<file path="src/rtl/round_state_reg.sv">
// Ascon state register and round sequencer: loads the state on start, then feeds
// the one-round result back each cycle for p12 (rounds 0..11) or p6 (rounds 6..11).
module round_state_reg (
  input  logic         clock_i,
  input  logic         resetb_i,
  input  logic         start_i,
  input  logic         mode_i,
  input  logic [319:0] state_i,
  input  logic [319:0] round_out_i,
  output logic [319:0] state_o,
  output logic [3:0]   round_o,
  output logic         busy_o,
  output logic         done_o
);

  typedef enum logic [1:0] {
    IDLE = 2'd0,
    RUN  = 2'd1,
    DONE = 2'd2
  } fsm_t;

  localparam logic [3:0] ROUND_P12  = 4'd0;
  localparam logic [3:0] ROUND_P6   = 4'd6;
  localparam logic [3:0] ROUND_LAST = 4'd11;

  fsm_t fsm;

  always_ff @(posedge clock_i or negedge resetb_i) begin
    if (!resetb_i) begin
      fsm     <= IDLE;
      state_o <= '0;
      round_o <= '0;
      busy_o  <= 1'b0;
      done_o  <= 1'b0;
    end else begin
      case (fsm)
        IDLE: begin
          if (start_i) begin
            state_o <= state_i;
            round_o <= mode_i ? ROUND_P6 : ROUND_P12;
            busy_o  <= 1'b1;
            fsm     <= RUN;
          end
        end
        RUN: begin
          state_o <= round_out_i;
          // The last round leaves round_o parked at 11; it never wraps.
          if (round_o == ROUND_LAST) begin
            busy_o <= 1'b0;
            done_o <= 1'b1;
            fsm    <= DONE;
          end else begin
            round_o <= round_o + 4'd1;
          end
        end
        DONE: begin
          done_o <= 1'b0;
          fsm    <= IDLE;
        end
        default: fsm <= IDLE;
      endcase
    end
  end

endmodule

</file>
<file path="config.mk">
export PLATFORM = sky130hd
export DESIGN_NAME = round_state_reg
export DESIGN_NICKNAME = d
export VERILOG_FILES = /design/src/rtl/round_state_reg.sv
export SDC_FILE = /design/constraint.sdc
export NUM_CORES = 1
export LEC_CHECK = 0
export ABC_CLOCK_PERIOD_IN_PS = 1400
export BUFFER_PORTS_ARGS = -buffer_cell sky130_fd_sc_hd__buf_4
export CORE_AREA = 8 8 372 374
export DETAILED_ROUTE_END_ITERATION = 6
export DIE_AREA = 0 0 380 382
export PLACE_DENSITY = 0.31
export SYNTH_ARGS = -nofsm -noshare
export SYNTH_HDL_FRONTEND = slang
export SYNTH_SLANG_ARGS = --single-unit
</file>
<file path="constraint.sdc">
create_clock -name clock_i -period 1.4 [get_ports clock_i]
set_input_delay 0.35 -clock clock_i [delete_from_list [all_inputs] [get_ports clock_i]]
set_output_delay 0.35 -clock clock_i [all_outputs]
set_load 0.02 [all_outputs]
</file>
# == After elaboration in Yosys (flattened, before gate mapping) ==
# Index checks and enable logic that the tools add are counted.
# W data, S select, Z words.
# word_totals
regBits,328
input_bits,644
output_inout_bits,326
elab_cells,34
# op_classes
n_addsub,1
n_eq_ne,6
n_mux,14
n_reduce_logical,8
# op_table
operator,count
$pmux W320 S2,1
$mux W320,1
$mux W4,2
$pmux W4 S2,1
$ne A2 B2 Y1 const B,3
$reduce_and A2 Y1,3
$reduce_and A3 Y1,2
$add A4 B1 Y4 const B,1
$eq A4 B4 Y1 const B,1
$mux W2,2
$pmux W1 S2,2
$pmux W2 S2,1
$reduce_bool A2 Y1,2
$mux W1,3
$mux W3,1
$eq A2 B1 Y1 const B,1
$eq A2 B2 Y1 const B,1
$logic_not A2 Y1,1

# == Depth between registers and ports, before layout ==
# logic_depth
ltp_word,3
depth_mapped,6

# == Worst setup path before layout ==
# No wires, ideal clock.
# synth_path
path_kind,reg2reg
start,reg round_o[0]
end,reg round_o[1]
setup_time_ns,0.125
arrival_time_ns,1.463
slack_ns,-0.188
stages_incl_launch_ff,5
period_less_slack_ns,1.588
path_cell_list,dfrtp_1 -> ha_1 -> nand3b_1 -> o21ai_1 -> mux2_2
# synth_between
elab_chain_len,3
# synth_lines
item,line,rtl
from (decl),11,"output logic [3:0] round_o,"
from (signal assigned),40,round_o <= mode_i ? ROUND_P6 : ROUND_P12;
from (signal assigned),53,round_o <= round_o + 4'd1;
$add A4 B1 Y4 or $eq A4 B4 Y1 (tied branches),"53, 48",
$mux W4 or $ne A2 B2 Y1 (tied branches),n/a,
$pmux W4 S2 or $reduce_and A3 Y1 (tied branches),n/a,
# Several ways; a longest one is shown, not always the timed one. The select of a mux whose other input is x is not followed.
# A chain may end at the register's enable or synchronous reset.

# == Worst setup path in the final report ==
# layout_path
start,reg fsm[1]
end,reg state_o[98]
# layout_between
elab_chain_len,3
# layout_lines
item,line,rtl
from (decl),26,fsm_t fsm;
from (signal assigned),30,fsm <= IDLE;
from (signal assigned),42,fsm <= RUN;
from (signal assigned),51,fsm <= DONE;
$eq A2 B1 Y1 or $logic_not A2 Y1 (tied branches),36,case (fsm)
$reduce_bool A2 Y1 (no line) or $ne A2 B2 Y1 (tied branches),n/a,
$reduce_and A2 Y1 (no line),n/a,
to (signal assigned),39,state_o <= state_i;
to (signal assigned),46,state_o <= round_out_i;
to (decl),10,"output logic [319:0] state_o,"
# Several ways; a longest one is shown, not always the timed one.

==> impl_metrics.tcl <==
set metrics [dict create \
    status "complete, but fails checks" \
    violations "setup timing" \
    total_power_mw 96.7 \
    ant_nets 0 \
    r2r_end "state_o[98]" \
    tns_ns -66.11 \
    yosysWarnings 0 \
    io_pins 970 \
    fin_skew_ns 0.0212 \
    synth_edf_count 0 \
    ff2ff_path_depth 8 \
    cts_buffers 48 \
    critical_path_required_ns 1.87 \
    ir_drop_mv 1.02 \
    root_buffer "clkbuf_16" \
    io_buffers 969 \
    nNetsFinal 4280 \
    ys_types 24 \
    final_common_cell "buf_4" \
    syn2layout_area_growth_pct 176 \
    worst_pin_slew_ns 0.554 \
    maxSlewHeadroom 0.625 \
    hold_viol_final 0 \
    start_util 0.112 \
    clock_latency_ns 0.60 \
    setup_viol 651 \
    grt_antenna_before_repair 8 \
    period_minus_slack_ns 1.62 \
    grt_pass1_wl_microns 161000 \
    rsz0062_at_grt "yes" \
    drtPass1Iterations 5 \
    rows 134 \
    powerDensity_mw_per_mm2 2360 \
    crit_path_cell_trace "buf_6, nand2b_4, buf_12, buf_12, buf_16, clkbuf_16, nand2_2, a31oi_1" \
    drc_errors 0 \
    die_h_microns 382 \
    vias_per_cell 3.82 \
    synthXorXnorAreaFrac 0.000591 \
    gp_congestion 0.797 \
    synth_compound_area_frac 0.140 \
    drive_above_1_share 0.507 \
    crit_type "reg2reg" \
    path_buf_inv 5 \
    cp_max_fo 6 \
    synth_cells 1777 \
    grt-ovfl-total 0 \
    grt_max_degree 46 \
    worstSetupPathDepth 8 \
    r2r-start "fsm[1]" \
    drt_iter0_drc 855 \
    worst_slack_ns -0.221 \
    grt_pass1_vias 22500 \
    start_kind "flip-flop" \
    path_clk_slew_ns 0.06 \
    cap_violations 0 \
    regToRegSetupSlack_ns -0.22 \
    cp-end-kind "flip-flop" \
    cp-endpoint "state_o[98]" \
    synth_seq_cells 328 \
    core-area_sq_mm 0.132 \
    leakagePower_nw 18.7 \
    syn_area_per_cell_sq_um 8.34 \
    num_vias 20800 \
    fp.dieW_microns 380 \
    min_from "round_out_i[161]" \
    slowest_stage "dfrtp_1" \
    synth_ff_type "dfrtp_1" \
    routed_wl_microns 120000 \
    synthMuxAreaShare 0.00152 \
    cp_common_cell "buf_12" \
    hpwl_microns 80500 \
    critPathMaxStageDelay_ns 0.38 \
    ctsHtreeMaxLevel 2 \
    crit_family "buffers and inverters" \
    fmax_ghz 0.617 \
    synthSimpleGateAreaFrac 0.246 \
    mappedNetlistArea_sq_mm 0.0148 \
    cts_tree "built" \
    clk_path_buf_depth 3 \
    synth_fa_ha_area_frac 0.000844 \
    routedWlPerCell_microns 22.1 \
    utilization 0.309 \
    crit_start "fsm[1]" \
    cts_sinks 328 \
    fp.dieArea_sq_mm 0.145 \
    synth_nets 2422 \
    crit_arrival_ns 2.09 \
    period_share 1.16 \
    drv_slew 0 \
    ys_seq_area_frac 0.554 \
    final_cell_mix "buf_4, dlygate4sd3_1, buf_6" \
    hp-class "in2reg" \
    async_reset_ff_frac 1.00 \
    synth_top_family_by_area "simple AND/OR/NAND/NOR gates" \
    grt.total_usage 0.150 \
]
## worst min-delay path, stage by stage
cell     delay, ns
buf_4         0.13
nand2_4       0.06
a31oi_1       0.06
## metal layers
metal  vias up  share of wire  GRT usage
met4         2          0.035     0.0502
met5         -       0.000058          0
met2       736           0.48      0.253
met3       173          0.068     0.0453
met1     10200           0.42      0.181
li1       9725              -          -
## registers in the layout, indices dropped and copies added, names as in the netlist
| signal | flops |
|---|---|
| done_o | 1 |
| fsm | 2 |
| state_o | 320 |
| round_o | 4 |
| busy_o | 1 |
## through the flow
stage	std cells	area, sq um	hold slack [ns]	worst slack, ns
floorplan	1777	14800	0.0544	-0.0245
global placement	4496	25000	0.203	-0.152
detailed placement	4496	25000	0.204	-0.169
CTS	5389	38200	0.000502	-0.266
global route	5442	41000	-0.00223	-0.290
finish	5445	41000	0.0515	-0.221
## repair_timing
| item | 4_1_cts | 5_1_grt |
|---|---|---|
| endpoints found under the setup margin | 643 | 652 |
| hold buffers | 608 | 1 |
| gates resized for setup | 708 | 523 |
| setup buffers | 141 | 36 |
| pin swaps | 204 | 350 |
| cloned | 65 | 43 |
| hold endpoints to repair | 544 | 1 |
## worst min path at each step
stage,end,slack [ns],depth (start not counted)
global placement,state_o[137],0.20,1
detailed placement,state_o[123],0.20,1
global route,state_o[161],-0.002,3
floorplan,busy_o,0.05,0
finish,state_o[161],0.05,3
CTS,state_o[113],0.0005,3
## logic make-up after synthesis
kind of cell | after synthesis
AO/OA/AOI/OAI | 332
XOR/XNOR | 1
adder cells (fa/ha/maj) | 1
buffers and inverters | 146
flip-flops | 328
multiplexers | 2
AND/OR/NAND/NOR | 967
## power breakdown
| part | leakage, nW | internal, mW | switching (mW) | total [mW] |
|---|---|---|---|---|
| logic | 14.2 | 33.5 | 31.9 | 65.4 |
| clock network | 0.760 | 7.36 | 4.93 | 12.3 |
| registers | 3.81 | 14.7 | 4.32 | 19.0 |
## synthesized netlist by cell type, types with 2 or more instances
cell	number	area, sq um
buf_6	6	67.6
a21oi_1	3	15.0
o21ai_0	4	20.0
a22o_1	2	17.5
dfrtp_1	328	8210
clkbuf_1	11	41.3
a31oi_1	320	2000
inv_1	3	11.3
buf_4	40	300
nand2_1	640	2400
nor2_1	322	1210
buf_2	86	430
## final cells by class
cell class	count	area (sq um)
fill	13900	91500
timing repair buffer	1951	20800
sequential	328	8240
multi-input combinational	1303	8140
tap	1768	2210
clock buffer	73	1440
clock inverter	10	103
antenna	9	22.5
inverter	3	11.3
Note: power is estimated with default switching activity, not from simulation.
